$ cat config.mk
export PLATFORM = sky130hd
export DESIGN_NAME = dbus_arbiter
export DESIGN_NICKNAME = d
export VERILOG_FILES = /design/src/rtl/dbus_arbiter.sv
export SDC_FILE = /design/constraint.sdc
export NUM_CORES = 1
export LEC_CHECK = 0
export ABC_AREA = 0
export CORE_AREA = 2 2 136 138
export CTS_BUF_LIST = sky130_fd_sc_hd__clkbuf_4 sky130_fd_sc_hd__clkbuf_8 sky130_fd_sc_hd__clkbuf_16
export DETAILED_ROUTE_END_ITERATION = 8
export DIE_AREA = 0 0 138 140
export PLACE_DENSITY_LB_ADDON = 0.08
export SYNTH_ARGS = -nofsm -noshare
export SYNTH_HDL_FRONTEND = slang
export SYNTH_SLANG_ARGS = --single-unit
export TNS_END_PERCENT = 1
$ cat constraint.sdc
create_clock -name clk -period 5.8 [get_ports clk]
set_input_delay 0.58 -clock clk [delete_from_list [all_inputs] [get_ports clk]]
set_output_delay 0.58 -clock clk [all_outputs]
set_load 0.02 [all_outputs]
$ cat src/rtl/dbus_arbiter.sv
// dbus_arbiter: registered two-master arbiter for the data bus.
// Master 0 is the CPU data port and master 1 is the DMA/test port. The arbiter
// grants one master at a time and decodes that master's address into strobes
// for the data memory and the accumulator peripheral.
//
// Handshake: a master raises mX_req and holds addr/wdata/we stable until it
// sees mX_gnt. Each cycle with mX_req & mX_gnt high completes one access. In
// that cycle, read data comes back on mX_rdata. While mX_req is high and
// mX_gnt is low, the master is stalled (mX_stall). Dropping req in a cycle
// that would have been granted is legal, and that cycle performs no access.
module dbus_arbiter #(
   parameter logic [31:0] ACC_BASE = 32'h0000_1000,
   parameter int          MAX_HOLD = 4,
   parameter int          CNT_W    = 3
) (
   input  logic             clk,
   input  logic             reset,
   input  logic             m0_req,
   input  logic [31:0]      m0_addr,
   input  logic [31:0]      m0_wdata,
   input  logic [3:0]       m0_we,
   output logic             m0_gnt,
   output logic             m0_stall,
   output logic [31:0]      m0_rdata,
   input  logic             m1_req,
   input  logic [31:0]      m1_addr,
   input  logic [31:0]      m1_wdata,
   input  logic [3:0]       m1_we,
   output logic             m1_gnt,
   output logic             m1_stall,
   output logic [31:0]      m1_rdata,
   output logic [31:0]      s_addr,
   output logic [31:0]      s_wdata,
   output logic [3:0]       dmem_we,
   output logic             acc_ce,
   output logic             acc_we,
   input  logic [31:0]      dmem_rdata,
   input  logic [31:0]      acc_rdata,
   output logic [1:0]       dbg_state,
   output logic [CNT_W-1:0] dbg_hold_cnt,
   output logic             dbg_last
);

   typedef enum logic [1:0] {
      IDLE = 2'd0,
      OWN0 = 2'd1,
      OWN1 = 2'd2
   } state_t;

   localparam logic [CNT_W-1:0] HOLD_LAST = CNT_W'(MAX_HOLD - 1);

   state_t           state;
   logic [CNT_W-1:0] hold_cnt;
   logic             last;     // last master that was given ownership

   logic             any_gnt;
   logic             is_acc;
   logic [31:0]      sel_addr;
   logic [31:0]      sel_wdata;
   logic [3:0]       sel_we;
   logic [31:0]      sel_rdata;

   // Ownership FSM. hold_cnt counts how long the owner has kept the bus while the other master waits.
   always_ff @(posedge clk or negedge reset) begin
      if (!reset) begin
         state    <= IDLE;
         hold_cnt <= '0;
         last     <= 1'b1;   // so master 0 wins the first tie
      end else begin
         case (state)
            IDLE: begin
               hold_cnt <= '0;
               if (m0_req && m1_req) begin
                  state <= last ? OWN0 : OWN1;
                  last  <= ~last;
               end else if (m0_req) begin
                  state <= OWN0;
                  last  <= 1'b0;
               end else if (m1_req) begin
                  state <= OWN1;
                  last  <= 1'b1;
               end
            end
            OWN0: begin
               if (!m0_req) begin
                  hold_cnt <= '0;
                  if (m1_req) begin
                     state <= OWN1;
                     last  <= 1'b1;
                  end else begin
                     state <= IDLE;
                  end
               end else if (!m1_req) begin
                  hold_cnt <= '0;
               end else if (hold_cnt == HOLD_LAST) begin
                  state    <= OWN1;
                  hold_cnt <= '0;
                  last     <= 1'b1;
               end else begin
                  hold_cnt <= hold_cnt + CNT_W'(1);
               end
            end
            OWN1: begin
               if (!m1_req) begin
                  hold_cnt <= '0;
                  if (m0_req) begin
                     state <= OWN0;
                     last  <= 1'b0;
                  end else begin
                     state <= IDLE;
                  end
               end else if (!m0_req) begin
                  hold_cnt <= '0;
               end else if (hold_cnt == HOLD_LAST) begin
                  state    <= OWN0;
                  hold_cnt <= '0;
                  last     <= 1'b0;
               end else begin
                  hold_cnt <= hold_cnt + CNT_W'(1);
               end
            end
            default: begin
               state    <= IDLE;
               hold_cnt <= '0;
            end
         endcase
      end
   end

   // Grants, the granted master's request fields, and the address decode (waiting master never reaches the slaves).
   always_comb begin
      m0_gnt    = (state == OWN0) && m0_req;
      m1_gnt    = (state == OWN1) && m1_req;
      any_gnt   = m0_gnt || m1_gnt;
      sel_addr  = 32'h0;
      sel_wdata = 32'h0;
      sel_we    = 4'h0;
      if (m0_gnt) begin
         sel_addr  = m0_addr;
         sel_wdata = m0_wdata;
         sel_we    = m0_we;
      end else if (m1_gnt) begin
         sel_addr  = m1_addr;
         sel_wdata = m1_wdata;
         sel_we    = m1_we;
      end
      is_acc    = any_gnt && (sel_addr[31:4] == ACC_BASE[31:4]);
      sel_rdata = is_acc ? acc_rdata : dmem_rdata;
   end

   // Slave strobes and per-master return paths. Everything is zero when no grant is active.
   always_comb begin
      s_addr   = sel_addr;
      s_wdata  = sel_wdata;
      dmem_we  = (any_gnt && !is_acc) ? sel_we : 4'h0;
      acc_ce   = is_acc;
      acc_we   = is_acc && (sel_we != 4'h0);
      m0_stall = m0_req && !m0_gnt;
      m1_stall = m1_req && !m1_gnt;
      m0_rdata = m0_gnt ? sel_rdata : 32'h0;
      m1_rdata = m1_gnt ? sel_rdata : 32'h0;
   end

   assign dbg_state    = state;
   assign dbg_hold_cnt = hold_cnt;
   assign dbg_last     = last;

endmodule

* After elaboration in Yosys (flattened, before gate mapping) *
Cells that the tools add are included.

word-level totals
  register bits = 6
  bits of input ports = 204
  output and inout bits = 144
  logic and storage cells = 72

operators by class
  reductions and logical operators = 17
  $add $sub $neg = 1
  bitwise logic cells = 1
  muxes and demuxes = 40
  eq/ne operators = 10

operators with widths
  operator                                                                 count
  32-bit two-way mux                                                       7
  28-bit by 9-bit equality test with 1-bit output (second input constant)  1
  2-bit two-way mux                                                        11
  3-bit two-way mux                                                        5
  4-bit two-way mux                                                        3
  3-bit != test (second input constant)                                    4
  1-bit two-way mux                                                        11
  5-bit AND reduction                                                      2
  1-bit logical AND                                                        8
  2-bit one-hot mux with 3 select lines                                    1
  3-bit one-hot mux with 2 select lines                                    1
  4-bit != test (second input constant)                                    1
  4-bit nonzero test                                                       1
  3-bit by 1-bit adder with 3-bit output (second input constant)           1
  3-bit by 2-bit equality test with 1-bit output (second input constant)   1
  1-bit logical NOT                                                        3
  1-bit one-hot mux with 3 select lines                                    1
  3-bit nonzero test                                                       1
  2-bit by 1-bit equality test with 1-bit output (second input constant)   1
  2-bit equality test (second input constant)                              1
  2-bit logical NOT                                                        1
  2-bit != test (second input constant)                                    1
  1-bit logical OR                                                         1
  1-bit inverter                                                           1

* Longest topological paths before layout *
  depth in word-level cells = 9
  gate-level depth with buffers = 9
  mapped depth without buffers = 8

* Least setup slack after synthesis *
No wires, ideal clock.

  path kind = register to output
  start = register state[1], in the netlist dbg_state[1]
  end = output port m0_rdata[22]
  setup slack = 3.025 ns
  data arrival time = 2.195 ns
  cell stages (with the launch flop) = 9
  data required time = 5.220 ns
  buffers on the path = 2
  path through = dfrtp_1 > inv_1 > ha_1 > nand2_2 > inv_2 > clkbuf_1 > clkbuf_1 > nand2_1 > mux2i_1

on the way
  elaborated cells between the ends (all ways) = 11
  those cells by class = 3 x eq/ne; 4 x mux; 4 x reduce/logical

RTL lines
  what                                              RTL line  text
  start: declaration                                52        state_t state;
  start signal: assignment                          74        state <= last ? OWN0 : OWN1;
  2-bit by 1-bit equality test with 1-bit output *  132       m0_gnt = (state == OWN0) && m0_req;
  1-bit logical AND *                               132
  via m0_gnt                                        22        output logic m0_gnt,
  32-bit two-way mux                                138       if (m0_gnt) begin
  28-bit by 9-bit equality test with 1-bit output   147       is_acc = any_gnt && (sel_addr[31:4] == ACC_BASE[31:4]);
  1-bit logical AND                                 147
  32-bit two-way mux                                148       sel_rdata = is_acc ? acc_rdata : dmem_rdata;
  32-bit two-way mux *                              160       m0_rdata = m0_gnt ? sel_rdata : 32'h0;
  end: declaration                                  24        output logic [31:0] m0_rdata,

Mark *: on every way through the listed nets, which the timed path passes. The rest lies on a longest branch.

* Worst setup path in the final report *
  start = input port m0_req
  end = output port m0_rdata[23]

on the way
  word-level cells in the longest chain between the ends = 6
  elaborated cells between the ends (all ways) = 7
  those cells by class = 1 x eq/ne; 3 x mux; 3 x reduce/logical

ends and longest elaborated chain
  what                                             RTL line  text
  start: declaration                               18        input logic m0_req,
  1-bit logical AND *                              132
  32-bit two-way mux                               138
  28-bit by 9-bit equality test with 1-bit output  147
  1-bit logical AND                                147
  32-bit two-way mux                               148
  32-bit two-way mux *                             160

Mark *: on every way between the ends. The rest lies on a longest branch, timed or not.

==> results.toml <==
[worst_setup_path]
timing.critical_path.cells = "clkdlybuf4s50_1 > nand2_2 > inv_4 > nand2_1 > o32ai_4 > nand2_4 > buf_4 > mux2i_1 > clkdlybuf4s50_1"
cp-start-kind = "input port"
worstPathRequired_ns = 5.22
worstSetupEndpointType = "output pin"
worst_path_largest_cell_delay_ns = 0.71
timing.critical_path.mode_cell = "clkdlybuf4s50_1"
worstPathArrival_ns = 4.18
worst-setup-path-type = "input port to output pin"
crit_path_max_fanout = 56
critical_path_top_delay_cell = "clkdlybuf4s50_1"

[timing]
setup_violations = 0
drv_slew = 0
slew-limit-headroom_pct = 44.75
report.final.hold_viol_count = 0
rsz_0062_raised_after_global_routing = "false"
worst_pin_slew_ns = 0.8287
layout_worst_path_cycle_share_pct = 82.04
finalCriticalPeriod_ns = 4.758
max_clock_freq_mhz = 210.2
finalClockSkew_ns = 0.001174
timing.setup.tns_ns = 0

[placed_design]
gp_congestion = 0.9663
placement.io_buffers = 347
hpwl_um = 14640

[cts]
clock_sinks = 6
cts_tree = "done"
cts_inserted_buffers = 3
post-cts-setup-buffers = 0
cts_hold_buffers = 0
clock_latency_ns = 0.23
post_cts_resize_count = 0
htree_num_levels = 1
clkSlewWorstSetupHoldPaths_ns = 0.03
max-clock-path-buffers = 2
cts-root-buf = "clkbuf_16"

[detailed_routing]
drt_pre_antenna_iters = 5
routedWlPerCell_um = 18.62
postRouteAntennaNets = 0
detailedRoute.firstIterationViolations = 147
via_count = 4103
remaining_routing_drc_violations = 0
drt_wl_total_um = 17430
viasPerCell = 4.384

[layout]
filler_cell_count = 1874
final_common_cell = "clkdlybuf4s50_1"
final_layout_size_suffix_gt1_share_pct = 2.125
share_of_the_core_filled_with_cells_pct = 35.29
layout_common_cells = "clkdlybuf4s50_1 (347), nand2_1 (138), mux2i_1 (65), a22o_1 (63), nor2_1 (13)"
nets = 916
area_growth_pct = 143.5

[floorplanning]
std_cell_rows = 49
fp.dieArea_mm2 = 0.01932
die_ht_um = 140
chipWidth_um = 138
core_area_mm2 = 0.01778
initial_core_util_pct = 14.49
ports = 348

[global_routing]
pin_count_of_the_biggest_net_entering_global_routing = 82
globalRouteTotalUtil_pct = 16.75
grt_first_pass_wirelength_um = 25530
grt-ovfl-total = 0
number_of_global_route_vias_before_repair = 4043
initial_antenna_violation_count = 1

[logic_synthesis]
synth-seq-cells = 6
syn-num-nets = 597
yosysSeqAreaShare_pct = 5.877
postSynthCellCount = 388
unique_cell_type_count_in_the_yosys_netlist = 34
yosysWarnings = 0
synth.cell_area_mm2 = 0.002576
syn-mean-instance-area_um2 = 6.640

[power_and_ir_drop]
p_leak_nw = 2.597
power.density_mw_per_mm2 = 227.0
irDropWorstVdd_v = 0.0001666

[min_path]
hold_path.class = "flop to flop"

[job]
number_of_max_cap_violations = 0

[run_status]
run_status = "completed"
## stage by stage
| step | setup slack (ns) | hold WS (ns) | cell area, um2 | instances | power [mW] |
|---|---|---|---|---|---|
| 2_1_floorplan | 3.025 | 0.2844 | 2576 | 388 | 0.6934 |
| 3_3_place_gp | 1.176 | 0.4713 | 6188 | 931 | 1.315 |
| 3_5_place_dp | 1.001 | 0.4739 | 6188 | 931 | 1.311 |
| 4_1_cts | 0.9811 | 0.4812 | 6271 | 935 | 1.439 |
| 5_1_grt | 0.7388 | 0.5099 | 6274 | 936 | 1.517 |
| 6_report | 1.042 | 0.4803 | 6274 | 936 | 1.424 |
## metal layers
layer | global-route usage, % | routed length [um] | vias to the layer above
met2 | 30.07 | 8530 | 191
met1 | 19.63 | 7057 | 1857
li1 | - | - | 2041
met3 | 5.983 | 1588 | 14
met5 | 0 | 0 | -
met4 | 2.309 | 253 | 0
## area by class of cell
type                    count  area, um2  share of cell area, %
diodes                      1      2.502                0.03989
clock buffers               4      82.58                  1.316
inverters                   4      17.52                 0.2792
multi-input cells         341       2230                  35.54
flip-flops and latches      6      151.4                  2.413
well taps                 229      286.5                  4.567
repair buffers            351       3503                  55.84
## critical path, delay by kind of cell
family / cells / cell delay [ns]
compound gates: 1 / 0.32
buf+inv: 4 / 2.26
mux: 1 / 0.26
simple gates: 3 / 0.71
## report_power, final
| part | leakage [nW] | internal [mW] | switching, mW |
|---|---|---|---|
| clock network | 0.0416 | 0.0959 | 0.0233 |
| registers | 0.0775 | 0.0568 | 0.0127 |
| logic | 2.48 | 0.592 | 0.643 |
## worst paths after layout
kind                                 startpoint         endpoint  slack (ns)  depth (start not counted)
worst max-delay path                     m0_req     m0_rdata[23]        1.04                          9
worst min-delay path            dbg_hold_cnt[0]  dbg_hold_cnt[0]        0.48                          1
min in group asynchronous                 reset  dbg_hold_cnt[0]        0.60                          1
worst max register to register     dbg_state[0]     dbg_state[0]        3.45                          9
max in group asynchronous                 reset         dbg_last        4.93                          1
worst min register to register  dbg_hold_cnt[0]  dbg_hold_cnt[0]        0.48                          1
## state kept, by name, summed over array words and instances (netlist names)
signal        count
dbg_last          1
dbg_state         2
dbg_hold_cnt      3
## cells by family (layout without fill, tap and decap cells)
group                      count (synthesis)  after routing  share of synthesized area [%]
and+or+nand+nor                          188            188                          31.03
adders and majority gates                  5              5                          2.428
buffers and inverters                     41            359                          7.867
AOI/OAI and AO/OA                         81             81                          26.66
muxes                                     67             67                          26.13
other                                      0              1                              0
DFF                                        6              6                          5.877
## synth_stat cells
cell type  count  area, um2
nand2_1      138      518.0
o2111ai_1      1      8.760
buf_6          6      67.56
nor3_1         4      20.02
or3_1          1      6.260
dfstp_2        1      26.28
dfrtp_1        5      125.1
nand2_4        1      11.26
a22o_1        63      551.8
nor2b_1        3      18.77
mux2i_1       65      650.6
and3_1         2      12.51
o21ai_0        3      15.01
nand4_1        4      25.02
nor2_1        14      52.55
and3b_1        1      8.760
a21o_1         1      7.510
nand3_1        1      5.000
o32ai_1        1      8.760
o32ai_4        1      27.53
nor4_1        12      75.07
clkbuf_1      25      93.84
buf_1          3      11.26
nand2_2        1      6.260
nor3b_1        2      15.01
a21oi_1        6      30.03
mux2_1         2      22.52
a22oi_1        5      37.54
and2_1         1      6.260
ha_1           5      62.56
nand2b_1       3      18.77
inv_2          1      3.750
inv_1          3      11.26
buf_2          3      15.01
Note: power is estimated with default switching activity, not from simulation.
